===== config.mk =====
export PLATFORM = sky130hd
export DESIGN_NAME = systolic_drain
export DESIGN_NICKNAME = d
export VERILOG_FILES = /design/src/rtl/systolic_pkg.sv /design/src/rtl/drain_fifo.sv /design/src/rtl/systolic_drain.sv
export SDC_FILE = /design/constraint.sdc
export NUM_CORES = 1
export LEC_CHECK = 0
export CORE_MARGIN = 2
export CORE_UTILIZATION = 39
export DETAILED_ROUTE_END_ITERATION = 8
export PLACE_DENSITY = 0.53
export SLEW_MARGIN = 20
export SYNTH_ARGS = -nofsm -noshare
export SYNTH_HDL_FRONTEND = slang
export SYNTH_SLANG_ARGS = --single-unit

===== constraint.sdc =====
create_clock -name clk -period 14.2 [get_ports clk]
set_input_delay 2.84 -clock clk [delete_from_list [all_inputs] [get_ports clk]]
set_output_delay 2.84 -clock clk [all_outputs]
set_load 0.1 [all_outputs]

===== src/rtl/systolic_pkg.sv =====
// Shared types for the systolic-array bottom-edge drain: state encoding and
// row-count width. Pure declarations, no logic, no latency.
package systolic_pkg;

  localparam int ADD_BW_DEF = 32;
  localparam int ROW_CNT_W  = 8;

  typedef enum logic [1:0] {
    S_IDLE    = 2'd0,
    S_COLLECT = 2'd1,
    S_DRAIN   = 2'd2,
    S_DONE    = 2'd3
  } drain_state_t;

endpackage


===== src/rtl/drain_fifo.sv =====
// First-word-fall-through row FIFO; a push is visible on o_data next cycle.
// Push while full is accepted only when a pop happens the same cycle; pop while empty is ignored.
module drain_fifo #(
  parameter int WIDTH = 32,
  parameter int DEPTH = 8
) (
  input  logic                     clk,
  input  logic                     rst,
  input  logic                     i_push,
  input  logic [WIDTH-1:0]         i_data,
  input  logic                     i_pop,
  output logic [WIDTH-1:0]         o_data,
  output logic                     o_full,
  output logic                     o_empty,
  output logic [$clog2(DEPTH):0]   o_count
);

  localparam int AW = $clog2(DEPTH);
  localparam int CW = AW + 1;

  logic [WIDTH-1:0] r_mem [DEPTH];
  logic [AW-1:0]    r_wr_ptr;
  logic [AW-1:0]    r_rd_ptr;
  logic [CW-1:0]    r_count;
  logic             w_push_ok;
  logic             w_pop_ok;

  assign o_full    = (r_count == CW'(DEPTH));
  assign o_empty   = (r_count == '0);
  assign o_count   = r_count;
  assign w_pop_ok  = i_pop & ~o_empty;
  assign w_push_ok = i_push & (~o_full | i_pop);
  // Empty FIFO presents zero so the output is clean after reset without resetting the array.
  assign o_data    = o_empty ? '0 : r_mem[r_rd_ptr];

  always_ff @(posedge clk or negedge rst) begin
    if (!rst) begin
      r_wr_ptr <= '0;
      r_rd_ptr <= '0;
      r_count  <= '0;
    end else begin
      if (w_push_ok) r_wr_ptr <= r_wr_ptr + 1'b1;
      if (w_pop_ok)  r_rd_ptr <= r_rd_ptr + 1'b1;
      case ({w_push_ok, w_pop_ok})
        2'b10:   r_count <= r_count + 1'b1;
        2'b01:   r_count <= r_count - 1'b1;
        default: r_count <= r_count;
      endcase
    end
  end

  always_ff @(posedge clk) begin
    if (w_push_ok) r_mem[r_wr_ptr] <= i_data;
  end

endmodule


===== src/rtl/systolic_drain.sv =====
// De-skews the array bottom edge into whole rows (N_COLS-1 cycles) and queues them; rows surface one cycle later.
// Consumer backpressure stalls the FIFO; rows arriving while it is full are dropped and flagged in o_overflow.
module systolic_drain
  import systolic_pkg::*;
#(
  parameter int N_COLS = 4,
  parameter int ADD_BW = ADD_BW_DEF,
  parameter int DEPTH  = 8
) (
  input  logic                       clk,
  input  logic                       rst,
  input  logic                       i_mode,
  input  logic [N_COLS*ADD_BW-1:0]   i_col_data,
  input  logic                       i_row_valid,
  input  logic                       i_start,
  input  logic [ROW_CNT_W-1:0]       i_num_rows,
  output logic [N_COLS*ADD_BW-1:0]   o_data,
  output logic                       o_valid,
  input  logic                       i_ready,
  output logic                       o_busy,
  output logic                       o_done,
  output logic                       o_overflow,
  output logic [ROW_CNT_W-1:0]       o_rows
);

  localparam int LAT = N_COLS - 1;
  localparam int RW  = N_COLS * ADD_BW;
  localparam logic [ROW_CNT_W-1:0] ONE_ROW = ROW_CNT_W'(1);

  drain_state_t           r_state;
  logic [ROW_CNT_W-1:0]   r_num_rows;
  logic [ROW_CNT_W-1:0]   r_rows;
  logic                   r_overflow;
  logic                   r_busy;
  logic                   r_done;

  logic [RW-1:0]          w_row_dat;
  logic                   w_elig;
  logic                   w_row_vld;
  logic                   w_push;
  logic                   w_full;
  logic                   w_empty;
  logic [$clog2(DEPTH):0] w_fifo_count;

  // Column j leaves the array j cycles after column 0, so it needs LAT-j cycles of delay.
  for (genvar j = 0; j < N_COLS; j++) begin : g_col
    localparam int D = N_COLS - 1 - j;
    if (D == 0) begin : g_pass
      assign w_row_dat[j*ADD_BW +: ADD_BW] = i_col_data[j*ADD_BW +: ADD_BW];
    end else begin : g_dly
      logic [ADD_BW-1:0] r_pipe [D];
      always_ff @(posedge clk or negedge rst) begin
        if (!rst) begin
          for (int k = 0; k < D; k++) r_pipe[k] <= '0;
        end else begin
          r_pipe[0] <= i_col_data[j*ADD_BW +: ADD_BW];
          for (int k = 1; k < D; k++) r_pipe[k] <= r_pipe[k-1];
        end
      end
      assign w_row_dat[j*ADD_BW +: ADD_BW] = r_pipe[D-1];
    end
  end

  // Eligibility is judged when column 0 is sampled and then rides along with the valid.
  assign w_elig = i_row_valid & i_mode & (r_state == S_COLLECT);

  if (LAT == 0) begin : g_vld_pass
    assign w_row_vld = w_elig;
  end else begin : g_vld_dly
    logic [LAT-1:0] r_vld_sr;
    always_ff @(posedge clk or negedge rst) begin
      if (!rst) r_vld_sr <= '0;
      else      r_vld_sr <= (r_vld_sr << 1) | LAT'(w_elig);
    end
    assign w_row_vld = r_vld_sr[LAT-1];
  end

  assign w_push = w_row_vld & (r_state == S_COLLECT);

  drain_fifo #(
    .WIDTH (RW),
    .DEPTH (DEPTH)
  ) u_fifo (
    .clk     (clk),
    .rst     (rst),
    .i_push  (w_push),
    .i_data  (w_row_dat),
    .i_pop   (i_ready),
    .o_data  (o_data),
    .o_full  (w_full),
    .o_empty (w_empty),
    .o_count (w_fifo_count)
  );

  always_ff @(posedge clk or negedge rst) begin
    if (!rst) begin
      r_state    <= S_IDLE;
      r_num_rows <= '0;
      r_rows     <= '0;
      r_overflow <= 1'b0;
      r_busy     <= 1'b0;
      r_done     <= 1'b0;
    end else begin
      r_done <= 1'b0;
      case (r_state)
        S_IDLE: begin
          if (i_start) begin
            r_num_rows <= i_num_rows;
            r_rows     <= '0;
            r_overflow <= 1'b0;
            r_busy     <= 1'b1;
            r_state    <= (i_num_rows == '0) ? S_DRAIN : S_COLLECT;
          end
        end
        S_COLLECT: begin
          if (w_row_vld) begin
            r_rows <= r_rows + ONE_ROW;
            if (w_full & ~i_ready) r_overflow <= 1'b1;
            if (r_rows + ONE_ROW == r_num_rows) r_state <= S_DRAIN;
          end
        end
        S_DRAIN: begin
          if (w_fifo_count == '0) begin
            r_state <= S_DONE;
            r_done  <= 1'b1;
          end
        end
        S_DONE: begin
          r_state <= S_IDLE;
          r_busy  <= 1'b0;
        end
        default: r_state <= S_IDLE;
      endcase
    end
  end

  assign o_valid    = ~w_empty;
  assign o_busy     = r_busy;
  assign o_done     = r_done;
  assign o_overflow = r_overflow;
  assign o_rows     = r_rows;

endmodule


Word-level counts from Yosys, hierarchy flattened
Memories as Yosys holds them, arrays and structs flattened.
Cells that the tools add are included.
{ "word_totals": {"regBits": 226, "ramBits": 1024, "in_bits": 142, "out_inout_bits": 140, "elab_cells": 77, "n_memories": 1} }
{ "mem_list": {"columns": ["memory", "words", "word_bits", "rd", "rd_clocked_by_memory_dff", "write_ports", "line", "text"], "rows": [
  ["u_fifo.r_mem", 8, 128, 1, 0, 1, "drain_fifo.sv:21", "logic [WIDTH-1:0] r_mem [DEPTH];"]
]} }
{ "op_classes": {"n_addsub": 5, "n_eq_ne": 12, "mux": 21, "bitwise": 11, "n_reduce_logical": 11} }
{ "ops": {"columns": ["cell", "n"], "rows": [
  ["two-way mux 128 bit", 1],
  ["two-way mux 8 bit", 2],
  ["one-hot mux 8 bit (2 select lines)", 1],
  ["two-way mux 2 bit", 5],
  ["adder 8 x 1 -> 8 bit (second input constant)", 1],
  ["equality test 8 bit", 1],
  ["zero test 8 bit", 1],
  ["two-way mux 1 bit", 8],
  ["one-hot mux 2 bit (4 select lines)", 1],
  ["one-hot mux 4 bit (2 select lines)", 1],
  ["AND reduction 4 bit", 2],
  ["adder 3 x 1 -> 3 bit (second input constant)", 2],
  ["AND 1 bit", 6],
  ["equality test 2 bit (second input constant)", 3],
  ["inequality test 2 x 1 -> 1 bit (second input constant)", 3],
  ["nonzero test 2 bit", 3],
  ["adder 4 x 1 -> 4 bit (second input constant)", 1],
  ["equality test 2 x 1 -> 1 bit (second input constant)", 2],
  ["equality test 4 bit (second input constant)", 1],
  ["zero test 4 bit", 1],
  ["inequality test 2 bit (second input constant)", 2],
  ["one-hot mux 1 bit (2 select lines)", 2],
  ["AND reduction 2 bit", 2],
  ["subtractor 4 x 1 -> 4 bit (second input constant)", 1],
  ["other kinds (5)", 7]
]} }

Logic depth before layout (Yosys ltp)
{ "depth": {"ltp_word": 6, "mapped_depth": 12, "mapped_depth_nobuf": 12} }

Cells and area by module
Synthesis repeated with hierarchy kept, for this count alone.
{ "hier_totals": {"hier_cells": 2006, "hier_area_um2": 45747.6} }
{ "modules_own_cells": {"columns": ["module", "instances", "cells_per_inst", "area_per_inst_um2", "seq_area_each_um2"], "rows": [
  ["drain_fifo", 1, 1681, 39580.5, 30999.7],
  ["systolic_drain", 1, 325, 6167.2, 5405.2]
]} }

Least setup slack after synthesis
OpenSTA, ideal clock, no wires.
{ "synth_timing": {"path_kind": "input to register", "startpoint": "in i_ready", "endpoint": "mem u_fifo.r_mem[0][0] (netlist bit), enable pin", "setup_time_ns": 0.772, "arrival_time_ns": 12.112, "required_time_ns": 13.428, "setup_slack_ns": 1.316, "path_stages": 4, "path_buffers": 0, "path_cell_list": "nor4_1 and2_1 or3_1 nor3_1"} }
{ "synth_via": {"elab_chain_cells": 4} }
{ "synth_lines": {"columns": ["item", "line", "text"], "rows": [
  ["start, declared", "systolic_drain.sv:19", "input logic i_ready,"],
  ["OR 1 bit", "drain_fifo.sv:32", "assign w_push_ok = i_push & (~o_full | i_pop);"],
  ["AND 1 bit", "drain_fifo.sv:32", null],
  ["two-way mux 1 bit", "drain_fifo.sv:53", "if (w_push_ok) r_mem[r_wr_ptr] <= i_data;"],
  ["two-way mux 1 bit (not written as such)", "drain_fifo.sv:53", null],
  ["end, declared", "drain_fifo.sv:21", null]
]} }
No other way between the ends.

Worst setup path in the final report
{ "layout_timing": {"startpoint": "reg u_fifo.r_rd_ptr[0]", "endpoint": "out o_data[28]"} }
{ "layout_via": {"elab_chain_cells": 2} }
{ "layout_lines": {"columns": ["item", "line", "text"], "rows": [
  ["start, declared", "drain_fifo.sv:23", "logic [AW-1:0] r_rd_ptr;"],
  ["start signal, assigned", "drain_fifo.sv:43", "if (w_pop_ok) r_rd_ptr <= r_rd_ptr + 1'b1;"],
  ["memory (8 x 128 bit)", null, null],
  ["two-way mux 128 bit", "drain_fifo.sv:34", "assign o_data = o_empty ? '0 : r_mem[r_rd_ptr];"],
  ["end, declared", "systolic_drain.sv:17", "output logic [N_COLS*ADD_BW-1:0] o_data,"]
]} }
No other way between the ends.

==> results.sh <==
export IMPL_timing_critical_path_slowest_stage_cell="clkdlybuf4s50_1"
export IMPL_min_period_over_period_pct=57.5
export IMPL_number_of_clock_sinks=1250
export IMPL_pre_cts_ws_ns=6.43
export IMPL_synth_yosys_seq_area_share_pct=80.1
export IMPL_synth_most_common_cell="edfxtp_1"
export IMPL_critPathLaunchType="flop"
export IMPL_final_max_slew_viol_count=0
export IMPL_num_io_pins=282
export IMPL_power_ir_vdd_worst_v=0.000321
export IMPL_dieWidth_microns=345
export IMPL_leakage_power_summed_over_all_cells_nw=18.5
export IMPL_cap_viol_max_count=0
export IMPL_max_freq_mhz=123
export IMPL_synth_edff_count=1024
export IMPL_largest_net_degree_at_the_start_of_global_routing=143
export IMPL_post_synth_inst_count=2025
export IMPL_synth_top_cells_by_count="edfxtp_1 (1,024), mux4_2 (256), dfrtp_1 (226)"
export IMPL_vias=20766
export IMPL_areaGrowthSynthToFinish_pct=20.5
export IMPL_grt_first_pass_wirelength_mm=151
export IMPL_timing_final_setup_violations=0
export IMPL_viasPerCell=5.16
export IMPL_post_synth_instance_area_sq_mm=0.0454
export IMPL_synth_top_cell_area_share_pct=67.7
export IMPL_outcome="complete, no violations"
export IMPL_ys_flop_type="edfxtp_1"
export IMPL_worstSetupPathType="flop to primary output"
export IMPL_clk_transition_reported_paths_ns=0.06
export IMPL_drt_first_pass_iters=5
export IMPL_antenna_found_initial=4
export IMPL_drc=0
export IMPL_hold_class="flop to flop"
export IMPL_cts_resized_gates=0
export IMPL_tightestPinTransition_ns=1.15
export IMPL_wl_per_cell_microns=25.1
export IMPL_layout_drive_gt1_share_pct=20.9
export IMPL_path_delay_family="buffers and inverters"
export IMPL_timing_critical_path_fanout_max=40
export IMPL_synth_cell_type_count=42
export IMPL_period_minus_slack_ns=8.16
export IMPL_die_h_microns=345
export IMPL_filler_cell_count=9485
export IMPL_synth_area_top_cells="edfxtp_1 (68%), mux4_2 (13%), dfrtp_1 (12%)"
export IMPL_cts_setup_buffers=0
export IMPL_wirelength_mm=101
export IMPL_worst_endpoint_arrival_ns=5.32
export IMPL_skew_final_ns=0.0255
export IMPL_post_cts_hold_buffer_count=0
export IMPL_clock_path_buffers=3
export IMPL_synth_top_cell_by_area="edfxtp_1"
export IMPL_cp_buffers_inverters=4
export IMPL_numPortBuffers=281
export IMPL_mappedNetlistNets=2177
export IMPL_totalNegativeSetupSlack_ns=0
export IMPL_tritoncts_num_buffers=136
export IMPL_initialDrtViolationCount=1320
export IMPL_root_buffer_selected_by_cts="clkbuf_16"
export IMPL_cts_tree="done"
export IMPL_ys_ff_latch=1250
export IMPL_postRouteAntennaNets=0
export IMPL_dpl_hpwl_mm=52.4
export IMPL_maxSlewHeadroom_pct=23.2
export IMPL_placed_area_sq_mm=0.0502
export IMPL_most_prevalent_standard_cell_on_the_critical_path="buf_4"
export IMPL_post_route_worst_setup_slack_ns=6.04
export IMPL_hold_slack_ns=0.340
export IMPL_cp_required_ns=11.36
export IMPL_die_area_sq_mm=0.119
export IMPL_grt_pass1_vias=22806
export IMPL_final_nets=2538
export IMPL_placeableCoreArea_sq_mm=0.116
export IMPL_synth_warnings=0
export IMPL_finalHoldViolCount=0
export IMPL_htree_num_levels=4
export IMPL_async_flop_share_pct=18.1
export IMPL_critical_path_endpoint_type="primary output"
export IMPL_ratio_of_total_power_to_cell_area_mw_per_mm2=238
export IMPL_timing_critical_path_cells="buf_12 -> buf_4 -> buf_4 -> mux4_2 -> mux2i_1 -> nor2_1 -> clkdlybuf4s50_1"
export IMPL_worst_path_largest_cell_delay_ns=1.00
export IMPL_gr_total_overflow=0
export IMPL_synth_avg_cell_area_sq_um=22.4
export IMPL_post_route_cell_area_sq_mm=0.0548
export IMPL_worstSkewPairLatency_ns=0.73
export IMPL_number_of_placement_rows=125
export IMPL_grtUsageTotal_pct=17.1
export IMPL_weighted_congestion_reported_at_the_end_of_routability_driven_placement=0.717
export IMPL_unrepaired_setup_endpoints_after_global_routing="false"
export IMPL_floorplan_initialDensity_pct=39.2
==> cell usage in the layout (no fill, tap or decap), drive strengths merged, types with 2 or more instances in the layout <==
cell type	count
edfxtp	1024
clkdlybuf4s50	277
mux4	256
dfrtp	226
clkbuf	192
nor2	140
mux2i	130
buf	43
clkinv	34
nand2	23
inv	13
a21oi	12
bufinv	12
mux2	12
nor3	12
o21ai	12
xnor2	10
ha	10
xor2	8
a31oi	6
nand4	5
diode	4
and2	4
nand2b	4
nor2b	4
and3	3
clkinvlp	3
nor4	3
nor3b	2
nand3	2
a22o	2
==> state kept, by name (all words and copies together), names as in the netlist <==
register	cells
u_fifo.r_mem	1024
o_done	1
o_rows	8
u_fifo.r_wr_ptr	3
g_vld_dly.r_vld_sr	3
g_col.g_dly.r_pipe	192
o_overflow	1
r_num_rows	8
o_busy	1
r_state	2
u_fifo.o_count	4
u_fifo.r_rd_ptr	3
==> logic make-up (layout without fill, tap and decap cells) <==
family	after synthesis	after routing	synth area share (%)
AOI/OAI and AO/OA	38	38	0.507
xor gates and xnor gates	18	18	0.347
adders and majority gates	10	10	0.275
buffers and inverters	106	574	0.961
DFF	1250	1250	80.1
muxes	398	398	15.9
other	0	4	0
and+or+nand+nor	205	205	1.94
==> power by group <==
group | internal, W | total, W | switching [W]
Sequential | 0.00409 | 0.00425 | 0.000167
Combinational | 0.00153 | 0.00525 | 0.00372
Clock | 0.00214 | 0.00354 | 0.00140
Total | 0.00776 | 0.0130 | 0.00528
==> worst paths after layout <==
path	end	from	cells after the start	slack, ns
max reg2reg	u_fifo.r_mem[5][60]$_DFFE_PP_	r_state[1]$_DFFE_PN0P_	8	9.98
min in group asynchronous	g_col[2].g_dly.r_pipe[13]$_DFF_PN0_	rst	1	2.07
max in group asynchronous	r_num_rows[1]$_DFFE_PN0P_	rst	3	10.19
min	g_col[1].g_dly.r_pipe[24]$_DFF_PN0_	g_col[1].g_dly.r_pipe[56]$_DFF_PN0_	0	0.34
max	o_data[28]	u_fifo.r_rd_ptr[0]$_DFFE_PN0P_	7	6.04
min reg2reg	g_col[1].g_dly.r_pipe[24]$_DFF_PN0_	g_col[1].g_dly.r_pipe[56]$_DFF_PN0_	0	0.34
==> metal layers <==
| metal | track usage [%] | vias up | wire, microns |
|---|---|---|---|
| met4 | 5.06 | 0 | 2050 |
| met3 | 3.12 | 136 | 4330 |
| li1 | - | 8924 | - |
| met1 | 23.0 | 11231 | 43700 |
| met5 | 0 | - | 0 |
| met2 | 28.5 | 475 | 50900 |
==> cell type report <==
class	count	area (sq um)	area share, %
clock buffer	192	3910	7.14
multi-input combinational	669	8650	15.8
antenna	4	10.0	0.0183
timing repair buffer	320	3190	5.82
tap	1524	1910	3.48
clock inverter	53	636	1.16
inverter	9	33.8	0.0617
sequential	1250	36400	66.5
==> per-stage QoR <==
| stage | total power [W] | instances | utilization [%] |
|---|---|---|---|
| 3_3_place_gp | 0.00962 | 3770 | 43.3 |
| 4_1_cts | 0.0132 | 4015 | 47.2 |
| 2_1_floorplan | 0.00833 | 2025 | - |
| 5_1_grt | 0.0135 | 4019 | 47.2 |
| 6_report | 0.0130 | 4021 | 47.2 |
| 3_5_place_dp | 0.00964 | 3770 | 43.3 |
Note: power is estimated with default switching activity, not from simulation.
